[config.mk]
export PLATFORM = sky130hd
export DESIGN_NAME = free_list
export DESIGN_NICKNAME = d
export VERILOG_FILES = /design/src/rtl/ooo_pkg.sv /design/src/rtl/circ_fifo_ptr.sv /design/src/rtl/free_list.sv
export SDC_FILE = /design/constraint.sdc
export NUM_CORES = 1
export LEC_CHECK = 0
export ABC_AREA = 1
export BUFFER_PORTS_ARGS = -buffer_cell sky130_fd_sc_hd__buf_2
export CELL_PAD_IN_SITES_DETAIL_PLACEMENT = 1
export CELL_PAD_IN_SITES_GLOBAL_PLACEMENT = 1
export CORE_ASPECT_RATIO = 1.2
export CORE_UTILIZATION = 38
export CTS_BUF_LIST = sky130_fd_sc_hd__clkbuf_4 sky130_fd_sc_hd__clkbuf_8 sky130_fd_sc_hd__clkbuf_16
export DETAILED_ROUTE_END_ITERATION = 16
export GPL_ROUTABILITY_DRIVEN = 0
export PLACE_DENSITY_LB_ADDON = 0.1
export REMOVE_ABC_BUFFERS = 1
export SLEW_MARGIN = 20
export SYNTH_ARGS = -nofsm -noshare
export SYNTH_HDL_FRONTEND = slang
export SYNTH_SLANG_ARGS = --single-unit
[constraint.sdc]
create_clock -name clk -period 2.4 [get_ports clk]
set_input_delay 0.24 -clock clk [delete_from_list [all_inputs] [get_ports clk]]
set_output_delay 0.24 -clock clk [all_outputs]
set_load 0.05 [all_outputs]
[src/rtl/ooo_pkg.sv]
// Shared out-of-order core constants and the physical register tag type.
// Imported by free_list, map_table and the ROB so tag widths always agree.
package ooo_pkg;

    localparam int PR_NUM   = 64;
    localparam int AR_NUM   = 32;
    localparam int PR_W     = 6;
    localparam int FL_DEPTH = PR_NUM - AR_NUM;
    localparam int FL_PTR_W = $clog2(FL_DEPTH);

    typedef logic [PR_W-1:0] pr_tag_t;

endpackage

[src/rtl/circ_fifo_ptr.sv]
// Head/tail/count bookkeeping for a circular buffer; starts full after reset.
// Latency: pointer and count updates land on the clock edge after push/pop.
// Backpressure: a push into a full buffer without a pop is dropped and flags a sticky overflow.
module circ_fifo_ptr #(
    parameter int DEPTH = 32,
    parameter int PTR_W = 5,
    parameter int CNT_W = 6
) (
    input  logic             clk,
    input  logic             rst_n,
    input  logic             push,
    input  logic             pop,
    output logic [PTR_W-1:0] head,
    output logic [PTR_W-1:0] tail,
    output logic [CNT_W-1:0] count,
    output logic             full,
    output logic             empty,
    output logic             overflow
);

    logic [PTR_W-1:0] head_q, head_d, tail_q, tail_d;
    logic [CNT_W-1:0] count_q, count_d;
    logic             overflow_q, overflow_d;
    logic             push_ok, pop_ok;

    function automatic logic [PTR_W-1:0] ptr_inc(input logic [PTR_W-1:0] p);
        return (p == PTR_W'(DEPTH - 1)) ? '0 : p + 1'b1;
    endfunction

    always_comb begin
        full       = (count_q == CNT_W'(DEPTH));
        empty      = (count_q == '0);
        pop_ok     = pop & ~empty;
        // A pop in the same cycle frees the slot the push lands in.
        push_ok    = push & (~full | pop_ok);
        head_d     = pop_ok  ? ptr_inc(head_q) : head_q;
        tail_d     = push_ok ? ptr_inc(tail_q) : tail_q;
        count_d    = count_q;
        if (push_ok && !pop_ok) begin
            count_d = count_q + CNT_W'(1);
        end else if (pop_ok && !push_ok) begin
            count_d = count_q - CNT_W'(1);
        end
        overflow_d = overflow_q | (push & ~push_ok);
    end

    always_ff @(posedge clk or negedge rst_n) begin
        if (!rst_n) begin
            head_q     <= '0;
            tail_q     <= '0;
            count_q    <= CNT_W'(DEPTH);
            overflow_q <= 1'b0;
        end else begin
            head_q     <= head_d;
            tail_q     <= tail_d;
            count_q    <= count_d;
            overflow_q <= overflow_d;
        end
    end

    assign head     = head_q;
    assign tail     = tail_q;
    assign count    = count_q;
    assign overflow = overflow_q;

endmodule

[src/rtl/free_list.sv]
// Free physical register tag FIFO feeding rename; reclaims tags at commit and recovery walk.
// Latency: zero-cycle show-ahead read of the head tag; pushes become visible the next cycle.
// Backpressure: free_empty stalls dispatch; pushes into a full list are dropped and set overflow.
module free_list
    import ooo_pkg::*;
(
    input  logic            clk,
    input  logic            rst,
    input  logic            RegDest,
    input  logic            hazard_stall,
    input  logic            recover,
    input  logic            RegDest_ROB,
    input  pr_tag_t         p_rd_flush,
    input  logic            commit,
    input  logic            RegDest_commit,
    input  pr_tag_t         PR_old_commit,
    output pr_tag_t         p_rd_new,
    output logic            free_empty,
    output logic [PR_W-1:0] free_cnt,
    output logic            overflow
);

    pr_tag_t               mem_q [FL_DEPTH];
    pr_tag_t               mem_d [FL_DEPTH];
    pr_tag_t               push_tag;
    logic                  pop, push_vld, wr_en, full;
    logic [FL_PTR_W-1:0]   head, tail;

    always_comb begin
        pop = RegDest & ~hazard_stall & ~recover & ~free_empty;
        // Single write port: the recovery walk owns it, so a colliding commit is dropped.
        if (recover) begin
            push_vld = RegDest_ROB;
            push_tag = p_rd_flush;
        end else begin
            push_vld = commit & RegDest_commit;
            push_tag = PR_old_commit;
        end
        wr_en = push_vld & (~full | pop);
        mem_d = mem_q;
        if (wr_en) begin
            mem_d[tail] = push_tag;
        end
    end

    always_ff @(posedge clk or negedge rst) begin
        if (!rst) begin
            for (int i = 0; i < FL_DEPTH; i++) begin
                mem_q[i] <= pr_tag_t'(AR_NUM + i);
            end
        end else begin
            mem_q <= mem_d;
        end
    end

    circ_fifo_ptr #(
        .DEPTH (FL_DEPTH),
        .PTR_W (FL_PTR_W),
        .CNT_W (PR_W)
    ) u_ptr (
        .clk      (clk),
        .rst_n    (rst),
        .push     (push_vld),
        .pop      (pop),
        .head     (head),
        .tail     (tail),
        .count    (free_cnt),
        .full     (full),
        .empty    (free_empty),
        .overflow (overflow)
    );

    assign p_rd_new = mem_q[head];

    a_no_recover_commit: assert property (@(posedge clk) disable iff (!rst) !(recover && commit));

endmodule

Yosys cells after proc, flatten, opt, wreduce, memory -nomap -nowiden
Index checks and enable logic that the tools add are counted.
{ "classes": {"n_mul": 0, "addsub": 4, "shift": 0, "reduce_logical": 7, "n_lt_le_gt_ge": 3, "bitwise": 18, "div_mod_pow": 0, "eq_ne": 3, "mux": 12} }
{ "op_table": {"columns": ["op", "count"], "rows": [
  ["192-bit bitwise mux", 1],
  ["6-bit 2-to-1 mux", 6],
  ["6-bit binary-select mux with 5-bit select", 1],
  ["6-bit demux with 5-bit select", 1],
  ["6-bit >= comparator (second input constant)", 2],
  ["5-bit NOT with 6-bit output", 2],
  ["5-bit by 1-bit adder with 5-bit output (second input constant)", 2],
  ["5-bit equality test (second input constant)", 2],
  ["5-bit 2-to-1 mux", 2],
  ["1-bit bitwise AND", 8],
  ["6-bit by 1-bit adder with 6-bit output (second input constant)", 1],
  ["6-bit equality test (second input constant)", 1],
  ["6-bit logical NOT", 1],
  ["6-bit by 1-bit < comparator with 1-bit output (second input constant)", 1],
  ["6-bit by 1-bit subtractor with 6-bit output (second input constant)", 1],
  ["1-bit NOT", 5],
  ["1-bit logical AND", 3],
  ["1-bit bitwise OR", 3],
  ["1-bit logical NOT", 2],
  ["2-bit nonzero test", 1],
  ["1-bit 2-to-1 mux", 1]
]} }
{ "totals": {"out_inout_bits": 14, "n_memories": 0, "mem_bits_ro": 0, "mem_bits_rw": 0, "wordCells": 83, "register_bits": 209, "latch_bits": 0} }

Longest topological paths before layout
{ "logic_depth": {"depth_word": 11, "ltp_mapped": 18} }

Cells and area by module
A second synthesis with hierarchy kept.
{ "hier_totals": {"cells_unflattened": 1314, "area_unflattened_um2": 11093.1} }
{ "by_module_without_submodules": {"columns": ["module", "area_each_um2", "n_inst", "cells_per_inst"], "rows": [
  ["free_list", 10015.9, 1, 1185],
  ["circ_fifo_ptr", 1077.3, 1, 129]
]} }

Least setup slack after synthesis
OpenSTA, ideal clock, no wires.
{ "synth_path": {"kind": "register to register", "startpoint": "register u_ptr.count_q[0] (netlist: u_ptr.count[0])", "endpoint": "register u_ptr.count_q[3] (netlist: u_ptr.count[3])", "setup_time_ps": 118, "path_stages_with_launch": 15, "t_arrival_ps": 2657, "path_slack_ps": -375, "path_cell_list": "dfrtp_1 -> nor2_1 -> nand3_1 -> nand2_1 -> a21oi_2 -> buf_6 -> buf_2 -> ha_1 -> inv_1 -> ha_1 -> nand3_1 -> nand3_1 -> or2_2 -> nand3_1 -> nand2_1"} }
{ "synth_via": {"elab_chain_len": 9, "elab_cells_between_ends": 17, "cone_classes": "2 x add/sub; 1 x eq/ne; 2 x mux; 6 x bitwise; 6 x reduce/logical"} }
{ "synth_rtl": {"columns": ["item", "line", "text"], "rows": [
  ["start, declared", "circ_fifo_ptr.sv:22", "logic [CNT_W-1:0] count_q, count_d;"],
  ["start signal, assigned", "circ_fifo_ptr.sv:51", "count_q <= CNT_W'(DEPTH);"],
  ["start signal, assigned", "circ_fifo_ptr.sv:56", "count_q <= count_d;"],
  ["6-bit logical NOT", "circ_fifo_ptr.sv:32", "empty = (count_q == '0);"],
  ["1-bit NOT", "circ_fifo_ptr.sv:33, free_list.sv:30", null],
  ["1-bit bitwise AND", "free_list.sv:30", "pop = RegDest & ~hazard_stall & ~recover & ~free_empty;"],
  ["1-bit bitwise AND", "circ_fifo_ptr.sv:33", "pop_ok = pop & ~empty;"],
  ["1-bit bitwise OR *", "circ_fifo_ptr.sv:35", "push_ok = push & (~full | pop_ok);"],
  ["1-bit bitwise AND *", "circ_fifo_ptr.sv:35", null],
  ["net u_ptr.push_ok", "circ_fifo_ptr.sv:24", "logic push_ok, pop_ok;"],
  ["1-bit logical NOT", "circ_fifo_ptr.sv:41", "end else if (pop_ok && !push_ok) begin"],
  ["1-bit logical AND", "circ_fifo_ptr.sv:41", null],
  ["2-bit nonzero test (no source line)", null, null]
]} }
Mark *: on every way through the listed nets, which the timed path passes. The rest lies on a longest branch. The select of a mux whose other input is x is not followed.
A chain may end at the register's enable or synchronous reset.

Final worst setup path
{ "layout_path": {"startpoint": "register u_ptr.head_q[0] (netlist: u_ptr.head[0])", "endpoint": "output port p_rd_new[0]"} }
{ "layout_via": {"elab_chain_len": 4} }
{ "layout_rtl": {"columns": ["item", "line", "text"], "rows": [
  ["start, declared", "circ_fifo_ptr.sv:21", "logic [PTR_W-1:0] head_q, head_d, tail_q, tail_d;"],
  ["start signal, assigned", "circ_fifo_ptr.sv:49", "head_q <= '0;"],
  ["start signal, assigned", "circ_fifo_ptr.sv:54", "head_q <= head_d;"],
  ["5-bit NOT with 6-bit output (implied by the code)", "free_list.sv:73", "assign p_rd_new = mem_q[head];"],
  ["6-bit binary-select mux with 5-bit select", "free_list.sv:73", null],
  ["6-bit 2-to-1 mux (implied by the code) (2 in series)", "free_list.sv:73", null],
  ["end, declared", "free_list.sv:17", "output pr_tag_t p_rd_new,"]
]} }
No other way between the ends. The select of a mux whose other input is x is not followed.

==> results by group <==
STA
  • Setup Skew: between 0.009 and 0.01 ns
  • Max Clock Freq: 392 MHz
  • Fin crit share: 1.06
  • Final hold violation count: 0
  • Final setup margin: -0.154 ns
  • Min cycle time layout: 2.55 ns
  • Slew margin rel.: 0.487
  • Slew Limit Fails: 0
  • # setup viols final: 6
  • Worst slew pin tran: roughly 0.77 ns
  • RSZ-0062 raised after global routing: yes

Critical path
  • WS Path Type: register to output pin
  • WP depth: 13
  • R2r worst-path depth: 12
  • Delay-heaviest family, CP: buffers and inverters
  • CP max FO: 7
  • Cell mode on critical path: nand2_2
  • Buf/Inv on CP: 6
  • Crit-path cells: inv_8, buf_12, buf_12, buf_16, nand2_2, nand2_2, nand2_2, a21oi_2, nor2_1, nand2_1, nand2_2, inv_2, buf_8
  • CP Launch Type: register
  • Crit path max-delay cell type: dfrtp_4
  • CP peak stage delay: 0.53 ns
  • Crit end category: output pin
  • CP arrival: between 2 and 2.5 ns
  • Req. time, crit path: roughly 2.2 ns

Detailed routing
  • DRT iter0 DRCs: 547
  • Drt drc: 0
  • Final ANT Viol Nets: 0
  • DR WL/cell: 19.8 µm
  • Overall routed net length: 40.6 mm
  • Via count: 10.6k
  • Vias/cell: approximately 5.2
  • DR pass1 iterations: 5

Synthesis
  • Syn Area/Cell: 7.15 µm²
  • Number of synthesized flops with an enable pin: 0
  • Main combinational cell family by area after synthesis: simple AND/OR/NAND/NOR gates
  • Synth Area in Simple Gates: 0.408
  • Post-Synth XOR/XNOR Area: 0.00232
  • Top cell type's share of synthesized area: 0.262
  • Mapped Cells: around 1.6k
  • Post-synth ARST share: 1.00
  • Mux cell area share after synthesis: 0
  • Top post-synthesis cells by area: dfstp_2 26%, nand2_1 24%, dfrtp_1 21%
  • Post-Syn Area: 11300 µm²
  • Seq cells post-synth: approximately 210
  • Synth unique cells: 28
  • Compound-Gate Fraction of Synth Area: 0.0185
  • Synth area leader: dfstp_2
  • Adder-Cell Fraction of Synth Area: 0.0150
  • Synth Flop Type: dfstp_2
  • Sequential share of the synthesized area: 0.473
  • Synth warnings: 0

Layout
  • Filler Cells Inserted: 3635
  • Area Growth Syn to Fin: 22.6%
  • Flip-flop and latch area: 5380 µm²
  • Most common cell after layout, fill and taps aside: nand2_1
  • Multi-input gate area: 5480 µm²
  • Final antenna diode count: 0
  • Share of cells above drive strength 1: 0.236
  • Most frequent cells in the layout: 692 x nand2_1, 285 x nand3_1, 113 x dfstp_2, 112 x inv_1, 95 x dfrtp_1
  • Nets: 1679
  • Core Util, Final: 0.478

Power and ir drop
  • Clock power frac: 0.199
  • Pleak: 0.00687 µW
  • Pwr dens: 1380 nW/µm²
  • Max IR drop VDD: between 0.001 and 0.0015 V
  • Total Power: 19200 µW
  • Internal power: around 11000 µW
  • Combinational share of power: 0.475
  • Register share of total power: 0.326
  • Net Sw Power: 8310 µW
  • Switching share of power: 0.432

Clock tree
  • Maximum buffer depth of the clock tree: 3
  • CTS root buffer: clkbuf_16
  • H-tree lvl count: 1
  • TritonCTS clock tree: built
  • TritonCTS Sinks: 209
  • Clock Latency Late Sink: 0.53 ns
  • Total CTS buffers: 25
  • Worst-path clk slew: ~0.06 ns

Die
  • Num rows: 68
  • Die ar.: slightly above 30000 µm²
  • Starting Density: 0.390
  • Core area: 29100 µm²
  • Die X: 160 µm
  • Io pins: 34
  • Chip height: 191 µm

GRT
  • Vias in the first global route: 11.0k
  • Largest net degree at the start of global routing: 110
  • All-Layer GR Usage: 0.270
  • First-pass GRT wire length: about 64 mm
  • Antenna violations before repair: 0
  • Total gr overflow: 0

Placed design
  • Post-detail-place hpwl: 24.3 mm
  • Post-placement worst setup slack: 0.000312 ns
  • Port Buffers: 33

Hold path
  • Worst hold path class: primary input to register
  • Hold path cells: 3

Flow run
  • Max-cap violations: 0

Run status
  • Failing checks: negative setup slack
  • Status: finished with violations
-- power by group through the flow --
stage,clock network [µW],logic (µW),registers [µW]
2_1_floorplan,0,4330,6450
3_3_place_gp,0,7100,6220
3_5_place_dp,0,7250,6270
4_1_cts,3920,8750,6260
5_1_grt,4040,9960,6460
6_report,3820,9130,6270
-- registers in the layout, summed over array words and instances (netlist names) --
signal / flops
mem_q: 192
u_ptr.count: 6
u_ptr.head: 5
u_ptr.overflow: 1
u_ptr.tail: 5
-- metrics by stage --
stage / instances / area, µm² / hold WS [ns] / setup TNS, ns
after floorplan: 1502 / 10900 / -0.0556 / -908.89
after global placement: 1979 / 12100 / 0.274 / 0
after detailed placement: 1979 / 12100 / 0.276 / 0
after CTS: 2044 / 13700 / 0.0624 / -0.815
after global routing: 2048 / 13900 / 0.0885 / -1.34
final: 2048 / 13900 / 0.0766 / -0.888
-- cells in the mapped netlist, types with 2 or more instances --
cell / number
ha_1: 12
xnor2_1: 2
buf_2: 14
o21ai_0: 10
nand2_1: 732
buf_4: 3
o211ai_1: 7
or2_2: 3
nand3_1: 326
clkbuf_1: 43
buf_1: 7
buf_6: 17
nor2_1: 54
a21oi_1: 16
inv_1: 120
clkinv_1: 2
dfstp_2: 113
dfrtp_1: 96
-- tightest hold or removal path: cells and delay by family --
family,cells,cell delay (ns)
AO/OA/AOI/OAI,2,0.25
buffers and inverters,1,0.07
-- path summary, 6_finish.rpt --
| check | startpoint | end | slack, ns |
|---|---|---|---|
| min | RegDest_ROB | u_ptr.overflow | 0.08 |
| min in group asynchronous | rst | mem_q[26] | 0.27 |
| max reg2reg | u_ptr.count[5] | u_ptr.count[4] | 0.16 |
| max in group asynchronous | rst | mem_q[173] | 1.31 |
| max | u_ptr.head[0] | p_rd_new[0] | -0.15 |
| min reg2reg | mem_q[34] | mem_q[34] | 0.46 |
-- area by class of cell --
cell class / instances / share of cell area
Multi-Input combinational cell: 1171 / 0.393
Sequential cell: 209 / 0.386
Timing Repair Buffer: 117 / 0.0932
Clock buffer: 40 / 0.0557
Tap cell: 385 / 0.0346
Inverter: 122 / 0.0334
Clock inverter: 4 / 0.00324
-- cell families after synthesis --
logic type,count (synthesis)
simple gates,1118
flops,209
buf+inv,207
compound gates,37
fa+ha+maj,13
xor+xnor,3
-- routing by layer --
metal | vias up | share of wire | global-route usage
met2 | 207 | 0.49 | 0.472
met1 | 5255 | 0.44 | 0.351
met4 | 0 | 0.030 | 0.0847
met5 | - | 0 | 0
li1 | 5112 | - | -
met3 | 68 | 0.037 | 0.0267
-- repair_timing --
action | CTS | global route
pin swaps | 26 | 32
gates cloned | 8 | 1
setup endpoints to repair | 8 | 9
hold buffers | 1 | 0
buffers inserted | 12 | 3
gates resized for setup | 108 | 43
hold endpoints to repair | 23 | 0
No activity file was read; power rests on OpenSTA's default activity.
